**src/rtl/pslip_pkg.sv**
```systemverilog
// Shared defaults, FSM state type and a small helper for the VOQ request generator.
package pslip_pkg;

    localparam int N_DEF   = 4;
    localparam int P_DEF   = 16;
    localparam int D_DEF   = 8;
    localparam int TMO_DEF = 64;

    typedef enum logic [1:0] {
        ST_IDLE = 2'd0,
        ST_REQ  = 2'd1,
        ST_WAIT = 2'd2,
        ST_DEQ  = 2'd3
    } state_t;

    // True when no more than one bit of v is set.
    function automatic logic at_most_one(input logic [31:0] v);
        return (v & (v - 32'd1)) == 32'd0;
    endfunction

endpackage

```
**src/rtl/voq_req_gen_if.sv**
```systemverilog
// Arrival, scheduler and crossbar signals of the VOQ request generator.
interface voq_req_gen_if
    import pslip_pkg::*;
#(
    parameter int N = N_DEF,
    parameter int P = P_DEF
);
    localparam int DW = (N > 1) ? $clog2(N) : 1;
    localparam int C  = (P > 1) ? $clog2(P) : 1;

    logic [N-1:0]                 arr_valid;
    logic [N-1:0][DW-1:0]         arr_dest;
    logic [N-1:0]                 arr_ready;
    logic                         start;
    logic [N-1:0][N-1:0][C-1:0]   pri_req_out;
    logic [N-1:0][N-1:0]          decision;
    logic                         decision_ready;
    logic [N-1:0][N-1:0]          xbar_cfg;
    logic                         xbar_valid;
    logic                         busy;
    logic                         err_conflict;
    logic                         err_timeout;

    // Traffic source / scheduler side.
    modport master (
        output arr_valid, arr_dest, decision, decision_ready,
        input  arr_ready, start, pri_req_out, xbar_cfg, xbar_valid,
               busy, err_conflict, err_timeout
    );

    // Request generator side.
    modport slave (
        input  arr_valid, arr_dest, decision, decision_ready,
        output arr_ready, start, pri_req_out, xbar_cfg, xbar_valid,
               busy, err_conflict, err_timeout
    );

endinterface

```
**src/rtl/voq_counter.sv**
```systemverilog
// Occupancy counter of one VOQ: saturating at D, never below 0.
module voq_counter
    import pslip_pkg::*;
#(
    parameter int D = D_DEF,
    parameter int W = $clog2(D + 1)
) (
    input  logic         clk,
    input  logic         reset,
    input  logic         inc,
    input  logic         dec,
    output logic [W-1:0] cnt,
    output logic         full
);
    logic [W-1:0] cnt_q, cnt_d;

    // Simultaneous inc and dec cancel; the guards stop wrap at either end.
    always_comb begin
        cnt_d = cnt_q;
        if (inc && !dec && cnt_q != W'(D))
            cnt_d = cnt_q + W'(1);
        else if (dec && !inc && cnt_q != '0)
            cnt_d = cnt_q - W'(1);
    end

    // Count register.
    always_ff @(posedge clk) begin
        if (reset) cnt_q <= '0;
        else       cnt_q <= cnt_d;
    end

    assign cnt  = cnt_q;
    assign full = (cnt_q == W'(D));

endmodule

```
**src/rtl/voq_req_gen.sv**
```systemverilog
// VOQ request generator: counts cells per (input, output) pair, offers a
// weight snapshot to an external scheduler each round and applies its matching.
module voq_req_gen
    import pslip_pkg::*;
#(
    parameter int N   = N_DEF,
    parameter int P   = P_DEF,
    parameter int D   = D_DEF,
    parameter int TMO = TMO_DEF
) (
    input  logic         clk,
    input  logic         reset,
    voq_req_gen_if.slave bus
);
    localparam int C  = (P > 1) ? $clog2(P) : 1;
    localparam int W  = $clog2(D + 1);
    localparam int DW = (N > 1) ? $clog2(N) : 1;
    localparam int TW = $clog2(TMO + 1);
    localparam logic [C-1:0] WMAX = C'(P - 1);

    logic [N-1:0][N-1:0][W-1:0] occ;
    logic [N-1:0][N-1:0]        full, inc, dec;
    logic [N-1:0]               rdy;
    logic [N-1:0][N-1:0][C-1:0] weight;
    logic                       any_occ;
    logic                       dec_ok;
    logic                       deq_en;

    state_t                     state_q, state_d;
    logic [N-1:0][N-1:0][C-1:0] pri_q, pri_d;
    logic [N-1:0][N-1:0]        dcap_q, dcap_d;
    logic [N-1:0][N-1:0]        xcfg_q, xcfg_d;
    logic [TW-1:0]              tmo_q, tmo_d;
    logic                       start_q, start_d;
    logic                       xv_q, xv_d;
    logic                       errc_q, errc_d;
    logic                       errt_q, errt_d;

    // Arrival acceptance from the current count only, and per-VOQ inc/dec strobes.
    always_comb begin
        rdy = '0;
        inc = '0;
        dec = '0;
        for (int i = 0; i < N; i++) begin
            rdy[i] = !full[i][bus.arr_dest[i]];
            for (int j = 0; j < N; j++) begin
                inc[i][j] = bus.arr_valid[i] && rdy[i] && (bus.arr_dest[i] == DW'(j));
                dec[i][j] = deq_en && dcap_q[i][j];
            end
        end
    end

    // Request weights clipped to the top priority level; any nonzero VOQ opens a round.
    always_comb begin
        weight  = '0;
        any_occ = 1'b0;
        for (int i = 0; i < N; i++) begin
            for (int j = 0; j < N; j++) begin
                if (int'(occ[i][j]) > P - 1) weight[i][j] = WMAX;
                else                         weight[i][j] = C'(occ[i][j]);
                if (occ[i][j] != '0) any_occ = 1'b1;
            end
        end
    end

    // A captured matching is usable only if it is a partial permutation over requested pairs.
    always_comb begin
        logic [N-1:0] col;
        dec_ok = 1'b1;
        col    = '0;
        for (int i = 0; i < N; i++) begin
            if (!at_most_one(32'(dcap_q[i]))) dec_ok = 1'b0;
        end
        for (int j = 0; j < N; j++) begin
            for (int i = 0; i < N; i++) begin
                col[i] = dcap_q[i][j];
                if (dcap_q[i][j] && pri_q[i][j] == '0) dec_ok = 1'b0;
            end
            if (!at_most_one(32'(col))) dec_ok = 1'b0;
        end
    end

    // Round sequencing: snapshot, wait for the scheduler, then dequeue or flag.
    always_comb begin
        state_d = state_q;
        pri_d   = pri_q;
        dcap_d  = dcap_q;
        xcfg_d  = xcfg_q;
        tmo_d   = tmo_q;
        start_d = 1'b0;
        xv_d    = 1'b0;
        errc_d  = errc_q;
        errt_d  = errt_q;
        deq_en  = 1'b0;
        case (state_q)
            ST_IDLE: begin
                if (any_occ) state_d = ST_REQ;
            end
            ST_REQ: begin
                pri_d   = weight;
                start_d = 1'b1;
                tmo_d   = '0;
                state_d = ST_WAIT;
            end
            ST_WAIT: begin
                if (bus.decision_ready) begin
                    dcap_d  = bus.decision;
                    state_d = ST_DEQ;
                end else if (tmo_q == TW'(TMO - 1)) begin
                    errt_d  = 1'b1;
                    state_d = ST_IDLE;
                end else begin
                    tmo_d = tmo_q + TW'(1);
                end
            end
            ST_DEQ: begin
                if (dec_ok) begin
                    deq_en = 1'b1;
                    xcfg_d = dcap_q;
                    xv_d   = 1'b1;
                end else begin
                    errc_d = 1'b1;
                end
                state_d = ST_IDLE;
            end
            default: state_d = ST_IDLE;
        endcase
    end

    // FSM and output registers; reset drops any in-flight decision.
    always_ff @(posedge clk) begin
        if (reset) begin
            state_q <= ST_IDLE;
            pri_q   <= '0;
            dcap_q  <= '0;
            xcfg_q  <= '0;
            tmo_q   <= '0;
            start_q <= 1'b0;
            xv_q    <= 1'b0;
            errc_q  <= 1'b0;
            errt_q  <= 1'b0;
        end else begin
            state_q <= state_d;
            pri_q   <= pri_d;
            dcap_q  <= dcap_d;
            xcfg_q  <= xcfg_d;
            tmo_q   <= tmo_d;
            start_q <= start_d;
            xv_q    <= xv_d;
            errc_q  <= errc_d;
            errt_q  <= errt_d;
        end
    end

    for (genvar i = 0; i < N; i++) begin : g_row
        for (genvar j = 0; j < N; j++) begin : g_col
            voq_counter #(.D(D), .W(W)) u_cnt (
                .clk   (clk),
                .reset (reset),
                .inc   (inc[i][j]),
                .dec   (dec[i][j]),
                .cnt   (occ[i][j]),
                .full  (full[i][j])
            );
        end
    end

    assign bus.arr_ready    = rdy;
    assign bus.start        = start_q;
    assign bus.pri_req_out  = pri_q;
    assign bus.xbar_cfg     = xcfg_q;
    assign bus.xbar_valid   = xv_q;
    assign bus.busy         = (state_q != ST_IDLE);
    assign bus.err_conflict = errc_q;
    assign bus.err_timeout  = errt_q;

endmodule

```
**src/flat_wrapper.sv**
```systemverilog
// flat-port wrapper written by rule: the top's interface ports become plain ports
module voq_req_gen_flat import pslip_pkg::*;
#(
    parameter int N   = N_DEF,
    parameter int P   = P_DEF,
    parameter int D   = D_DEF,
    parameter int TMO = TMO_DEF
)
  (clk, reset, bus_arr_valid, bus_arr_dest, bus_decision, bus_decision_ready, bus_arr_ready, bus_start, bus_pri_req_out, bus_xbar_cfg, bus_xbar_valid, bus_busy, bus_err_conflict, bus_err_timeout);
  voq_req_gen_if #(.N(N), .P(P)) bus_i ();
  input  logic clk;
  input  logic reset;
  input wire logic [$bits(bus_i.arr_valid)-1:0] bus_arr_valid;
  input wire logic [$bits(bus_i.arr_dest)-1:0] bus_arr_dest;
  input wire logic [$bits(bus_i.decision)-1:0] bus_decision;
  input wire logic [$bits(bus_i.decision_ready)-1:0] bus_decision_ready;
  output wire logic [$bits(bus_i.arr_ready)-1:0] bus_arr_ready;
  output wire logic [$bits(bus_i.start)-1:0] bus_start;
  output wire logic [$bits(bus_i.pri_req_out)-1:0] bus_pri_req_out;
  output wire logic [$bits(bus_i.xbar_cfg)-1:0] bus_xbar_cfg;
  output wire logic [$bits(bus_i.xbar_valid)-1:0] bus_xbar_valid;
  output wire logic [$bits(bus_i.busy)-1:0] bus_busy;
  output wire logic [$bits(bus_i.err_conflict)-1:0] bus_err_conflict;
  output wire logic [$bits(bus_i.err_timeout)-1:0] bus_err_timeout;
  assign bus_i.arr_valid = bus_arr_valid;
  assign bus_i.arr_dest = bus_arr_dest;
  assign bus_i.decision = bus_decision;
  assign bus_i.decision_ready = bus_decision_ready;
  assign bus_arr_ready = bus_i.arr_ready;
  assign bus_start = bus_i.start;
  assign bus_pri_req_out = bus_i.pri_req_out;
  assign bus_xbar_cfg = bus_i.xbar_cfg;
  assign bus_xbar_valid = bus_i.xbar_valid;
  assign bus_busy = bus_i.busy;
  assign bus_err_conflict = bus_i.err_conflict;
  assign bus_err_timeout = bus_i.err_timeout;
  voq_req_gen #(.N(N), .P(P), .D(D), .TMO(TMO)) u_core (.clk(clk), .reset(reset), .bus(bus_i));
endmodule
```
**config.mk**
```make
export PLATFORM = sky130hd
export DESIGN_NAME = voq_req_gen_flat
export DESIGN_NICKNAME = d
export VERILOG_FILES = /design/src/rtl/pslip_pkg.sv /design/src/rtl/voq_req_gen_if.sv /design/src/rtl/voq_counter.sv /design/src/rtl/voq_req_gen.sv /design/src/flat_wrapper.sv
export SDC_FILE = /design/constraint.sdc
export NUM_CORES = 1
export LEC_CHECK = 0
export CAP_MARGIN = 10
export CORE_ASPECT_RATIO = 0.9
export CORE_UTILIZATION = 57
export CTS_BUF_LIST = sky130_fd_sc_hd__clkbuf_2
export DETAILED_ROUTE_END_ITERATION = 8
export GPL_TIMING_DRIVEN = 0
export HOLD_SLACK_MARGIN = 0.02
export PLACE_DENSITY_LB_ADDON = 0.15
export SYNTH_ARGS = -nofsm -noshare
export SYNTH_HDL_FRONTEND = slang
export SYNTH_SLANG_ARGS = --single-unit
```
**constraint.sdc**
```tcl
create_clock -name clk -period 3.9 [get_ports clk]
set_input_delay 0.78 -clock clk [delete_from_list [all_inputs] [get_ports clk]]
set_output_delay 0.78 -clock clk [all_outputs]
set_load 0.02 [all_outputs]
```
# Word level (Yosys, flattened, before mapping)
# Cells that the tools add are included.
# classes
n_addsub	41
n_lt_le_gt_ge	4
eq_ne	52
muxes	90
n_bitwise	10
n_reduce_logical	221
# op_table
operator	n
4-bit by 32-bit bitwise AND with 32-bit output	8
32-bit logical NOT	8
4-bit two-way mux	32
1-bit logical AND	116
4-bit by 1-bit adder with 4-bit output, second input constant	16
4-bit == test, second input constant	16
4-bit logical NOT	16
4-bit inequality test, second input constant	16
4-bit nonzero test	16
4-bit by 1-bit subtractor with 4-bit output, second input constant	16
1-bit two-way mux	47
4-bit by 1-bit subtractor with 5-bit output, second input constant	8
1-bit logical NOT	36
2-bit nonzero test	18
2-bit == test, second input constant	10
7-bit two-way mux	2
7-bit one-hot mux with 2 select lines	1
2-bit by 3-bit < comparator with 1-bit output, second input constant	4
2-bit by 1-bit == test with 1-bit output, second input constant	5
2-bit logical NOT	5
1-bit binary-select mux with 2-bit select	4
2-bit one-hot mux with 4 select lines	1
2-bit AND reduction	4
7-bit by 1-bit adder with 7-bit output, second input constant	1
other kinds (7)	12
# totals
regBits	173
in_bits	31

# Depth between registers and ports, before layout
# logic_depth
word_depth	34
ltp_mapped	16
depth_no_buf	13

# Hierarchy
# From an unflattened synthesis, not the netlist that was laid out.
# hier_totals
cells_unflattened	1076
hier_area_um2	9719.3
# modules_own_cells
mod	instances	cells_per_inst	area_each_um2
voq_counter	16	29	306.5
voq_req_gen	1	612	4814.6

# Least setup slack after synthesis
# Ideal clock, no wire load.
# synth_timing
kind	reg2reg
from	register u_core.dcap_q[5] (netlist name)
to	register u_core.g_row[2].g_col[3].u_cnt.cnt_q[3]
t_arrival_ns	3.511
setup_slack_ns	0.265
stages_incl_launch_ff	15
path_buffers	3
path_cell_list	dfxtp_1 > buf_2 > or4_4 > o21ai_2 > nand4_1 > or4_1 > buf_2 > buf_2 > nor4_1 > or2_2 > ha_1 > a21o_1 > a21oi_1 > mux2i_1 > mux2_1
# synth_between
elab_chain_len	33
word_cells_on_any_way	40
cone_classes	add/sub (2); mux (26); bitwise (2); reduce/logical (10)
# synth_lines
item	line_no	rtl
from (decl)	voq_req_gen.sv:31	logic [N-1:0][N-1:0] dcap_q, dcap_d;
from (signal assigned)	voq_req_gen.sv:145	dcap_q <= dcap_d;
4-bit by 1-bit subtractor with 5-bit output	pslip_pkg.sv:18	return (v & (v - 32'd1)) == 32'd0;
4-bit by 32-bit bitwise AND with 32-bit output	pslip_pkg.sv:18	
32-bit logical NOT	pslip_pkg.sv:18	
1-bit two-way mux (3 in a row)	voq_req_gen.sv:72	if (!at_most_one(32'(dcap_q[i]))) dec_ok = 1'b0;
1-bit two-way mux (4 in a row)	voq_req_gen.sv:77	if (dcap_q[i][j] && pri_q[i][j] == '0) dec_ok = 1'b0;
1-bit two-way mux	voq_req_gen.sv:79	if (!at_most_one(32'(col))) dec_ok = 1'b0;
1-bit two-way mux (4 in a row)	voq_req_gen.sv:77	
1-bit two-way mux (*)	voq_req_gen.sv:79	
(+5 left out)	n/a	
1-bit two-way mux (*) (4 in a row)	voq_req_gen.sv:77	
1-bit two-way mux (*)	voq_req_gen.sv:79	
1-bit two-way mux (*)	voq_req_gen.sv:117	if (dec_ok) begin
1-bit two-way mux (*)	n/a	
1-bit logical AND (*)	voq_req_gen.sv:48	dec[i][j] = deq_en && dcap_q[i][j];
1-bit logical NOT	voq_counter.sv:20	if (inc && !dec && cnt_q != W'(D))
1-bit logical AND (2 in a row)	voq_counter.sv:20	
4-bit two-way mux or 2-bit nonzero test (tied branches)	n/a	
to (signal assigned)	voq_counter.sv:29	else cnt_q <= cnt_d;
to (decl)	voq_counter.sv:15	logic [W-1:0] cnt_q, cnt_d;
# Mark *: on every way between the ends. The rest lies on a longest branch, timed or not.
# A chain may end at the register's enable or synchronous reset.

# Worst setup path in the final report
# layout_timing
from	register u_core.dcap_q[1] (netlist name)
to	register u_core.g_row[0].g_col[1].u_cnt.cnt_q[3]
# layout_between
elab_chain_len	34
word_cells_on_any_way	41
cone_classes	add/sub (2); mux (27); bitwise (2); reduce/logical (10)
# layout_lines
item	line_no
4-bit by 1-bit subtractor with 5-bit output	pslip_pkg.sv:18
4-bit by 32-bit bitwise AND with 32-bit output	pslip_pkg.sv:18
32-bit logical NOT	pslip_pkg.sv:18
1-bit two-way mux (4 in a row)	voq_req_gen.sv:72
1-bit two-way mux (4 in a row)	voq_req_gen.sv:77
1-bit two-way mux	voq_req_gen.sv:79
1-bit two-way mux (4 in a row)	voq_req_gen.sv:77
1-bit two-way mux	voq_req_gen.sv:79
(+5 left out)	n/a
1-bit two-way mux (4 in a row)	voq_req_gen.sv:77
1-bit two-way mux	voq_req_gen.sv:79
1-bit two-way mux	voq_req_gen.sv:117
1-bit two-way mux	n/a
1-bit logical AND (*)	voq_req_gen.sv:48
1-bit logical NOT	voq_counter.sv:20
1-bit logical AND (2 in a row)	voq_counter.sv:20
4-bit two-way mux or 2-bit nonzero test (tied branches)	n/a
to (signal assigned)	voq_counter.sv:29
to (decl)	voq_counter.sv:15
# Marked as above.

==> reports/qor.yml <==
drt_iter0_drc: 709
r2r_slack_ns: 0.03
overflow: 0
status: "finished clean"
synth-seq-cells: 173
cp-end-kind: "flop"
insertion_delay_ns: 0.82
yosysWarnings: 0
die_width_um: 132.8
core_area_mm2: 0.01487
whs_path_depth: 2
ant_nets: 0
finalSetupViolCount: 0
yosys.cell_types.count: 58
setup.worst_path.class: "reg2reg"
synth_nets: 1052
io_pins: 120
fmax_mhz: 258.5
synth-main-ff-cell: "dfxtp_1"
fin_area_mm2: 0.01082
p_leak_nw: 4.170
hold_path.class: "reg2reg"
holdWs_ns: 0.4521
synth_area_leaders: "dfxtp_1, a22o_1, mux2i_1"
hold_viol_final: 0
vias: 7995
tightest_slew_ns: 1.165
num-nets-final: 1203
crit_slowest_cell: "or4_4"
drv_slew: 0
numClockSinks: 173
synth_top_cell_by_area: "dfxtp_1"
worstPathCellList: "or4_4 -> o21ai_2 -> nand4_1 -> or4_1 -> buf_6 -> buf_12 -> nor4_4 -> nor2b_2 -> inv_2 -> ha_1 -> a21o_1 -> a21oi_2 -> mux2i_1 -> mux2_2"
clockBufferDepth: 2
cp_top_family: "simple AND/OR/NAND/NOR gates"
cts_max_level: 4
yosysSeqAreaShare_pct: 39.46
n_antenna_cell: 0
hold_start: "u_core.tmo_q[6]"
drive_gt1_share_pct: 9.771
antenna_found_initial: 0
crit_required_ns: 4.65
placed_area_mm2: 0.01022
arrival_ns: 4.62
avgViaCountPerCell: 5.993
pwr_density_cell_mw_per_mm2: 343.8
die_height_um: 119.7
start_kind: "flop"
place.gp.congestion: 0.9740
area_delta_synth_final_pct: 23.26
hold_buffers: 0
timing.rr.start: "u_core.dcap_q[1]"
cts_tree: "built"
async_reset_ff_share_pct: 0
power_w: 0.003720
rsz0062_at_grt: "true"
num_rows: 42
yosysTopAreaCellShare_pct: 39.46
dr.pass1.iters: 5
die_area_mm2: 0.01590
hpwl_um: 17770
wirelength_um: 24570
grt_pass1_vias: 7209
grt_pass1_wl_um: 37920
r2r-end: "u_core.g_row[0].g_col[1].u_cnt.cnt[3]"
numPortBuffers: 119
grt_start_max_net_pins: 17
cts_buffers: 17
netlist_area_mm2: 0.008777
avgSynthCellArea_um2: 9.030
drc: 0
clk_pin_slew_ns: 0.26
min_period_ns: 3.868
root_buffer: "clkbuf_2"
min_to: "u_core.tmo_q[6]"
wl_per_cell_um: 18.42
r2r_cells: 14
grt_usage_pct: 30.79
synth_cells: 972
start_util_pct: 59.02
cp_num_buf_inv: 3
maxCapViolations: 0
maxSlewHeadroom_pct: 22.32
finalCritPeriodShare_pct: 99.19
synth_edf_count: 0
skew_ns: 0.04568
crit_fanout: 8
critPathMaxStageDelay_ns: 0.53
ir_worst_vdd_mv: 0.2678
==> synthesized netlist by cell type, types with 10 or more instances <==
cell type  count
xor2_1        23
nand2_1       98
xnor2_1       13
mux2i_1       48
a21o_1        18
o21ai_0       10
nor2_1        89
nand4_1       13
inv_1         30
nand3_1       23
clkbuf_1      37
dfxtp_1      173
a22o_1        65
mux2_2        11
nor3_1        34
nor2b_1       24
a21oi_1       58
or2_2         10
fa_1          16
ha_1          33
nor4_1        31
==> layer usage <==
metal  track usage (%)  routed length (um)  up-vias
met4             13.43                 772        0
met3             6.337                2007       63
li1                  -                   -     3802
met5                 0                   0        -
met1             41.55               10720     3793
met2             47.64               11070      337
==> layout make-up <==
class / instances / area (um2)
clock buffer: 17 / 85.08
clock inverter: 15 / 183.9
sequential: 173 / 3476
fill: 1146 / 4053
inverter: 30 / 112.6
multi-input combinational: 720 / 5172
buffer: 44 / 197.7
timing repair buffer: 137 / 1344
tap: 198 / 247.7
==> power by group <==
group	switching, W	internal (W)	total (W)
sequential	0.0000838	0.00183	0.00192
clock	0.000687	0.000370	0.00106
combinational	0.000442	0.000305	0.000747
total	0.00121	0.00251	0.00372
==> tightest hold or removal path, stage by stage (launching register included) <==
cell and delay [ns]:
dfxtp_1 0.37, nand2_1 0.05, a21oi_1 0.03
==> worst max-delay path by stage <==
| stage | slack, ns | cells after the start | startpoint | end |
|---|---|---|---|---|
| global route | -0.06 | 13 | u_core.dcap_q[1] | u_core.g_row[2].g_col[3].u_cnt.cnt[3] |
| finish | 0.03 | 14 | u_core.dcap_q[1] | u_core.g_row[0].g_col[1].u_cnt.cnt[3] |
| CTS | -0.09 | 14 | u_core.dcap_q[9] | u_core.g_row[2].g_col[3].u_cnt.cnt[3] |
| detailed placement | -0.21 | 14 | u_core.dcap_q[4] | u_core.g_row[0].g_col[1].u_cnt.cnt[3] |
| global placement | -0.14 | 14 | u_core.dcap_q[4] | u_core.g_row[0].g_col[1].u_cnt.cnt[3] |
| floorplan | 0.27 | 14 | u_core.dcap_q[5] | u_core.g_row[2].g_col[3].u_cnt.cnt[3] |
==> placed cells by master, fill, tap and decap left out, types with 24 or more instances in the layout <==
master,n
clkbuf_1,34
inv_1,26
nor4_1,24
dfxtp_1,169
nor2_1,89
nor3_1,34
nand2_1,98
mux2i_1,48
a21oi_1,54
a22o_1,65
clkdlybuf4s50_1,119
ha_1,33
==> flip-flops by register name, indices dropped and copies added, names as in the netlist, 2 cells and up <==
signal	cells
u_core.bus.pri_req_out	64
u_core.tmo_q	7
u_core.dcap_q	16
u_core.bus.xbar_cfg	16
u_core.state_q	2
u_core.g_row.g_col.u_cnt.cnt	64
==> logic make-up (layout without fill, tap and decap cells) <==
family | count (synthesis) | after routing | synth area share (%)
flip-flops | 173 | 173 | 39.46
XOR/XNOR | 36 | 36 | 3.592
adder cells (fa/ha/maj) | 49 | 49 | 8.354
buffers and inverters | 79 | 243 | 3.578
AO/OA/AOI/OAI | 191 | 191 | 15.52
multiplexers | 60 | 60 | 7.014
AND/OR/NAND/NOR | 384 | 384 | 22.48
==> metrics by stage <==
stage / std cells / setup slack (ns) / utilization (%) / setup TNS (ns)
6_report: 1334 / 0.03158 / 72.75 / 0
5_1_grt: 1334 / -0.06230 / 72.75 / -0.2058
4_1_cts: 1321 / -0.08870 / 70.85 / -0.5578
3_5_place_dp: 1289 / -0.2095 / 68.69 / -1.602
3_3_place_gp: 1289 / -0.1429 / 68.69 / -1.811
2_1_floorplan: 972 / 0.2655 / - / 0
==> timing repair <==
action,in CTS,in global routing
gates cloned,0,1
pin swaps,1,13
endpoints found under the setup margin,13,13
gates resized for setup,8,40
setup buffers,1,16
Power figures use the tool's default switching activity.
